**config.mk**
```make
export PLATFORM = sky130hd
export DESIGN_NAME = regfile_ckpt
export DESIGN_NICKNAME = d
export VERILOG_FILES = /design/src/rtl/regfile_ckpt.sv
export SDC_FILE = /design/constraint.sdc
export NUM_CORES = 1
export LEC_CHECK = 0
export CAP_MARGIN = 20
export CELL_PAD_IN_SITES_DETAIL_PLACEMENT = 1
export CELL_PAD_IN_SITES_GLOBAL_PLACEMENT = 2
export CORE_AREA = 2 2 171 173
export DETAILED_ROUTE_END_ITERATION = 10
export DIE_AREA = 0 0 173 175
export PLACE_DENSITY = 0.82
export SYNTH_ARGS = -nofsm -noshare
export SYNTH_HDL_FRONTEND = slang
export SYNTH_SLANG_ARGS = --single-unit
```
**constraint.sdc**
```tcl
create_clock -name clk -period 3.5 [get_ports clk]
set_input_delay 0.7 -clock clk [delete_from_list [all_inputs] [get_ports clk]]
set_output_delay 0.7 -clock clk [all_outputs]
set_load 0.005 [all_outputs]
```
**src/rtl/regfile_ckpt.sv**
```systemverilog
// regfile_ckpt: 2R/1W register file with a shadow checkpoint bank and NREG-cycle restore.
// Define REGFILE_WR_BYPASS_EN for same-cycle write-through on the read ports.
module regfile_ckpt #(
  parameter int WIDTH   = 16,
  parameter int NREG    = 8,
  parameter int AW      = $clog2(NREG),
  parameter int ZERO_R0 = 0
) (
  input  logic             clk,
  input  logic             rst,
  input  logic             wr_en,
  input  logic [AW-1:0]    wr_addr,
  input  logic [WIDTH-1:0] wr_data,
  input  logic [AW-1:0]    rd_addr0,
  output logic [WIDTH-1:0] rd_data0,
  input  logic [AW-1:0]    rd_addr1,
  output logic [WIDTH-1:0] rd_data1,
  input  logic             ckpt_save,
  input  logic             ckpt_restore,
  output logic             ckpt_valid,
  output logic             busy,
  output logic             restore_done
);

  localparam bit ZR = (ZERO_R0 != 0);
  localparam logic [AW-1:0] LAST = AW'(NREG - 1);

  typedef enum logic {
    S_IDLE,
    S_RESTORE
  } state_t;

  state_t state_q, state_d;

  logic [WIDTH-1:0] live_q   [NREG];
  logic [WIDTH-1:0] live_d   [NREG];
  logic [WIDTH-1:0] shadow_q [NREG];
  logic [WIDTH-1:0] shadow_d [NREG];
  logic [AW-1:0]    idx_q, idx_d;
  logic             valid_q, valid_d;
  logic             done_d;

  always_comb begin
    state_d  = state_q;
    live_d   = live_q;
    shadow_d = shadow_q;
    idx_d    = idx_q;
    valid_d  = valid_q;
    done_d   = 1'b0;
    unique case (state_q)
      S_IDLE: begin
        if (wr_en && !(ZR && wr_addr == '0)) begin
          live_d[wr_addr] = wr_data;
        end
        // restore beats save; the save reads live_q so it sees pre-write data
        if (ckpt_restore && valid_q) begin
          state_d = S_RESTORE;
          idx_d   = '0;
        end else if (ckpt_save) begin
          shadow_d = live_q;
          valid_d  = 1'b1;
        end
      end
      S_RESTORE: begin
        if (!(ZR && idx_q == '0)) begin
          live_d[idx_q] = shadow_q[idx_q];
        end
        idx_d = idx_q + AW'(1);
        if (idx_q == LAST) begin
          done_d  = 1'b1;
          state_d = S_IDLE;
        end
      end
      default: state_d = S_IDLE;
    endcase
  end

  always_ff @(posedge clk or negedge rst) begin
    if (!rst) begin
      state_q <= S_IDLE;
      idx_q   <= '0;
      valid_q <= 1'b0;
      for (int i = 0; i < NREG; i++) begin
        live_q[i]   <= '0;
        shadow_q[i] <= '0;
      end
    end else begin
      state_q  <= state_d;
      idx_q    <= idx_d;
      valid_q  <= valid_d;
      live_q   <= live_d;
      shadow_q <= shadow_d;
    end
  end

  assign ckpt_valid   = valid_q;
  assign busy         = (state_q == S_RESTORE);
  assign restore_done = done_d;

  always_comb begin
    rd_data0 = live_q[rd_addr0];
`ifdef REGFILE_WR_BYPASS_EN
    if (wr_en && !busy && wr_addr == rd_addr0) begin
      rd_data0 = wr_data;
    end
`endif
    if (ZR && rd_addr0 == '0) begin
      rd_data0 = '0;
    end
  end

  always_comb begin
    rd_data1 = live_q[rd_addr1];
`ifdef REGFILE_WR_BYPASS_EN
    if (wr_en && !busy && wr_addr == rd_addr1) begin
      rd_data1 = wr_data;
    end
`endif
    if (ZR && rd_addr1 == '0) begin
      rd_data1 = '0;
    end
  end

endmodule

```
==> results.yml, run 1 <==
status:
  status: "complete, no violations"
placement:
  numPlacedInstances: 1378
  dpl-instance-area_sq_um: 14400
  hpwlAfterDp_um: 26000
  gp_congestion: 0.800
  portBuffers: 64
worst_setup_path:
  r2r_cells: 5
  critical_path.max_stage_delay_ns: 0.58
  path_class: "primary input to output pin"
  crit_path_max_fanout: 32
  critical_path_arrival_ns: 2.48
  cp_num_cells: 5
  critPathLaunchType: "primary input"
  cp_num_buf_inv: 3
  crit_slowest_cell: "mux4_2"
  cp_data_required_time_ns: 2.80
  end_kind: "output pin"
  cp_cell_sequence: "buf_2 -> buf_12 -> mux4_2 -> mux2_2 -> clkdlybuf4s50_1"
  critPathTopFamily: "multiplexers"
detailed_routing:
  drcViolationCount: 0
  viasPerCell: 6.46
  drtIter0Drc: 657
  dr.pass1.iters: 5
  drt-total-wl_um: 40400
  wl_per_cell_um: 28.2
  ant_nets: 0
  dr_total_vias: 9233
power:
  p_sw_share_pct: 34.4
  combPwrFrac_pct: 34.7
  pwr_density_cell_nw_per_um2: 827
  p_sw_uw: 4360
  p_leak_uw: 0.00691
  max-vdd-ir-drop_mv: 0.432
  p_seq_share_pct: 41.8
  power_frac_clock_pct: 23.5
  internal-power_uw: 8300
sta:
  tns_ns: 0
  hold_viol_final: 0
  rsz0062_at_grt: "no"
  finClkSkew_ns: 0.00658
  slew_headroom_pct: 18.2
  fin_crit_ns: 3.18
  tightest_slew_ns: 1.23
  report.final.slew_viol_count: 0
  whs_ns: 0.176
  clock.fmax_mhz: 314
  finalCritPeriodShare_pct: 91.0
  setup_viol: 0
job:
  maxCapViolations: 0
clock_network:
  cts_root_buf: "clkbuf_16"
  cts.repair.resized: 0
  cts.sinks: 261
  cts_tree: "yes"
  holdBufCountCts: 0
  postCtsSetupRepairBufs: 0
  cts_buffers: 29
  htree_levels: 1
  clk_latency_ns: 0.55
  cts.path.max_buffers: 3
  clkTransAtPathRegs_ns: 0.06
floorplanning:
  num_rows: 62
  die_area_sq_um: 30300
  core-area_sq_um: 28400
  die_y_um: 175
  initial_core_util_pct: 46.3
  io_pins: 65
  die_w_um: 173
logic_synthesis:
  synth-edff-count: 0
  synth_cell_types: 37
  ys_seq_area_share_pct: 49.7
  synth_seq_cells: 261
  postSynthNetCount: 1004
  yosys_warnings: 0
  synth_ff_type: "dfrtp_1"
  synth.avg_cell_area_sq_um: 13.5
  syn_inst: 972
  async_reset_ff_share_pct: 100
  synth_area_sq_um: 13100
finish:
  antennaDiodeCount: 0
  layout-area-overhead-vs-synth_pct: 16.4
  fillers: 2810
  drive_above_1_share_pct: 33.0
  stdcell_area_sq_um: 15300
  fin_util_pct: 53.9
  finalNonFillerCells: 1429
  layout_commonest_cell: "dfrtp_1"
  nNetsFinal: 1057
  final_cell_mix: "dfrtp_1, mux2_2, nor2_1"
grt:
  overflow: 0
  grt_max_degree: 95
  grt_pass1_vias: 9885
  antenna_found_initial: 0
  grt_pass1_wl_um: 62400
  grtUsageTotal_pct: 27.0
min_path:
  holdCritPathClass: "primary input to asynchronous set/reset pin"
## synthesized netlist by cell type, types with 2 or more instances
library cell / instances / area [sq um]
dfrtp_1: 261 / 6530
mux2_2: 160 / 1800
nor2_1: 125 / 469
a221o_1: 112 / 1120
mux2i_1: 66 / 661
mux4_2: 64 / 1440
clkbuf_1: 43 / 161
buf_2: 27 / 135
buf_1: 20 / 75.1
nor2b_1: 18 / 113
a221o_2: 10 / 113
nand2_1: 7 / 26.3
a21boi_1: 6 / 45.0
nand2b_1: 6 / 37.5
a211oi_1: 4 / 30.0
a21o_1: 4 / 30.0
nand4b_1: 4 / 35.0
buf_4: 3 / 22.5
nand4bb_1: 3 / 33.8
o22ai_1: 3 / 18.8
a2111oi_0: 2 / 17.5
a2111oi_4: 2 / 55.1
a311o_1: 2 / 20.0
and2_1: 2 / 12.5
buf_6: 2 / 22.5
ha_1: 2 / 25.0
nor3_1: 2 / 10.0
o21ai_0: 2 / 10.0
o31a_1: 2 / 17.5
## area by class of cell
class	count	area, sq um	share of cell area, %
multi-input combinational	615	6230	40.7
clock inverter	2	10.0	0.0654
timing repair buffer	117	1120	7.34
clock buffer	49	921	6.02
sequential	261	6540	42.7
inverter	1	3.75	0.0245
tap	384	480	3.14
## per-layer routing
metal	vias up	GRT usage, %	part of all wire, %
li1	3849	-	-
met5	-	0	0
met4	0	7.52	2.8
met1	5025	37.6	45
met3	80	3.68	4.5
met2	279	44.5	48
## power by group through the flow
stage          Combinational (uW)  Clock, uW  Sequential, uW
2_1_floorplan                3040          0            4830
3_3_place_gp                 4240          0            5230
3_5_place_dp                 4360          0            5300
4_1_cts                      4400       3030            5270
5_1_grt                      4670       3150            5460
6_report                     4390       2980            5290
## path summary, 6_finish.rpt
kind / startpoint / end / slack [ns]
max: rd_addr1[0] / rd_data1[5] / 0.32
min in group clk: ckpt_valid$_DFFE_PN0P_ / ckpt_valid$_DFFE_PN0P_ / 0.50
min reg2reg: ckpt_valid$_DFFE_PN0P_ / ckpt_valid$_DFFE_PN0P_ / 0.50
max in group asynchronous: rst / shadow_q[104]$_DFFE_PN0P_ / 2.41
min: rst / shadow_q[10]$_DFFE_PN0P_ / 0.18
max reg2reg: busy$_DFF_PN0_ / live_q[39]$_DFFE_PN0P_ / 0.80
## stage by stage
stage / power, uW / worst slack (ns)
6_report: 12700 / 0.316
5_1_grt: 13300 / 0.268
4_1_cts: 12700 / 0.308
3_5_place_dp: 9660 / 0.316
3_3_place_gp: 9470 / 0.316
2_1_floorplan: 7870 / 0.790
## sequential cells by signal (all words and copies together) (netlist names)
signal,count
busy,1
shadow_q,128
ckpt_valid,1
idx_q,3
live_q,128
## kinds of logic (layout without fill, tap and decap cells)
kind of cell / after synthesis / count (layout) / synth area share, %
buffers and inverters: 96 / 169 / 3.20
DFF: 261 / 261 / 49.7
adders and majority gates: 2 / 2 / 0.190
AOI/OAI and AO/OA: 150 / 150 / 11.3
muxes: 290 / 290 / 29.7
and+or+nand+nor: 173 / 173 / 5.95
Power figures use the tool's default switching activity.
==> inputs of run 2 (changes only) <==
--- a/config.mk
+++ b/config.mk
@@ -12,6 +12,7 @@
 export DETAILED_ROUTE_END_ITERATION = 10
 export DIE_AREA = 0 0 173 175
 export PLACE_DENSITY = 0.82
+export SETUP_SLACK_MARGIN = 0.2
 export SYNTH_ARGS = -nofsm -noshare
 export SYNTH_HDL_FRONTEND = slang
 export SYNTH_SLANG_ARGS = --single-unit
==> results of run 2 <==
The final DEF is identical to that of run 1; final timing and power are the same.
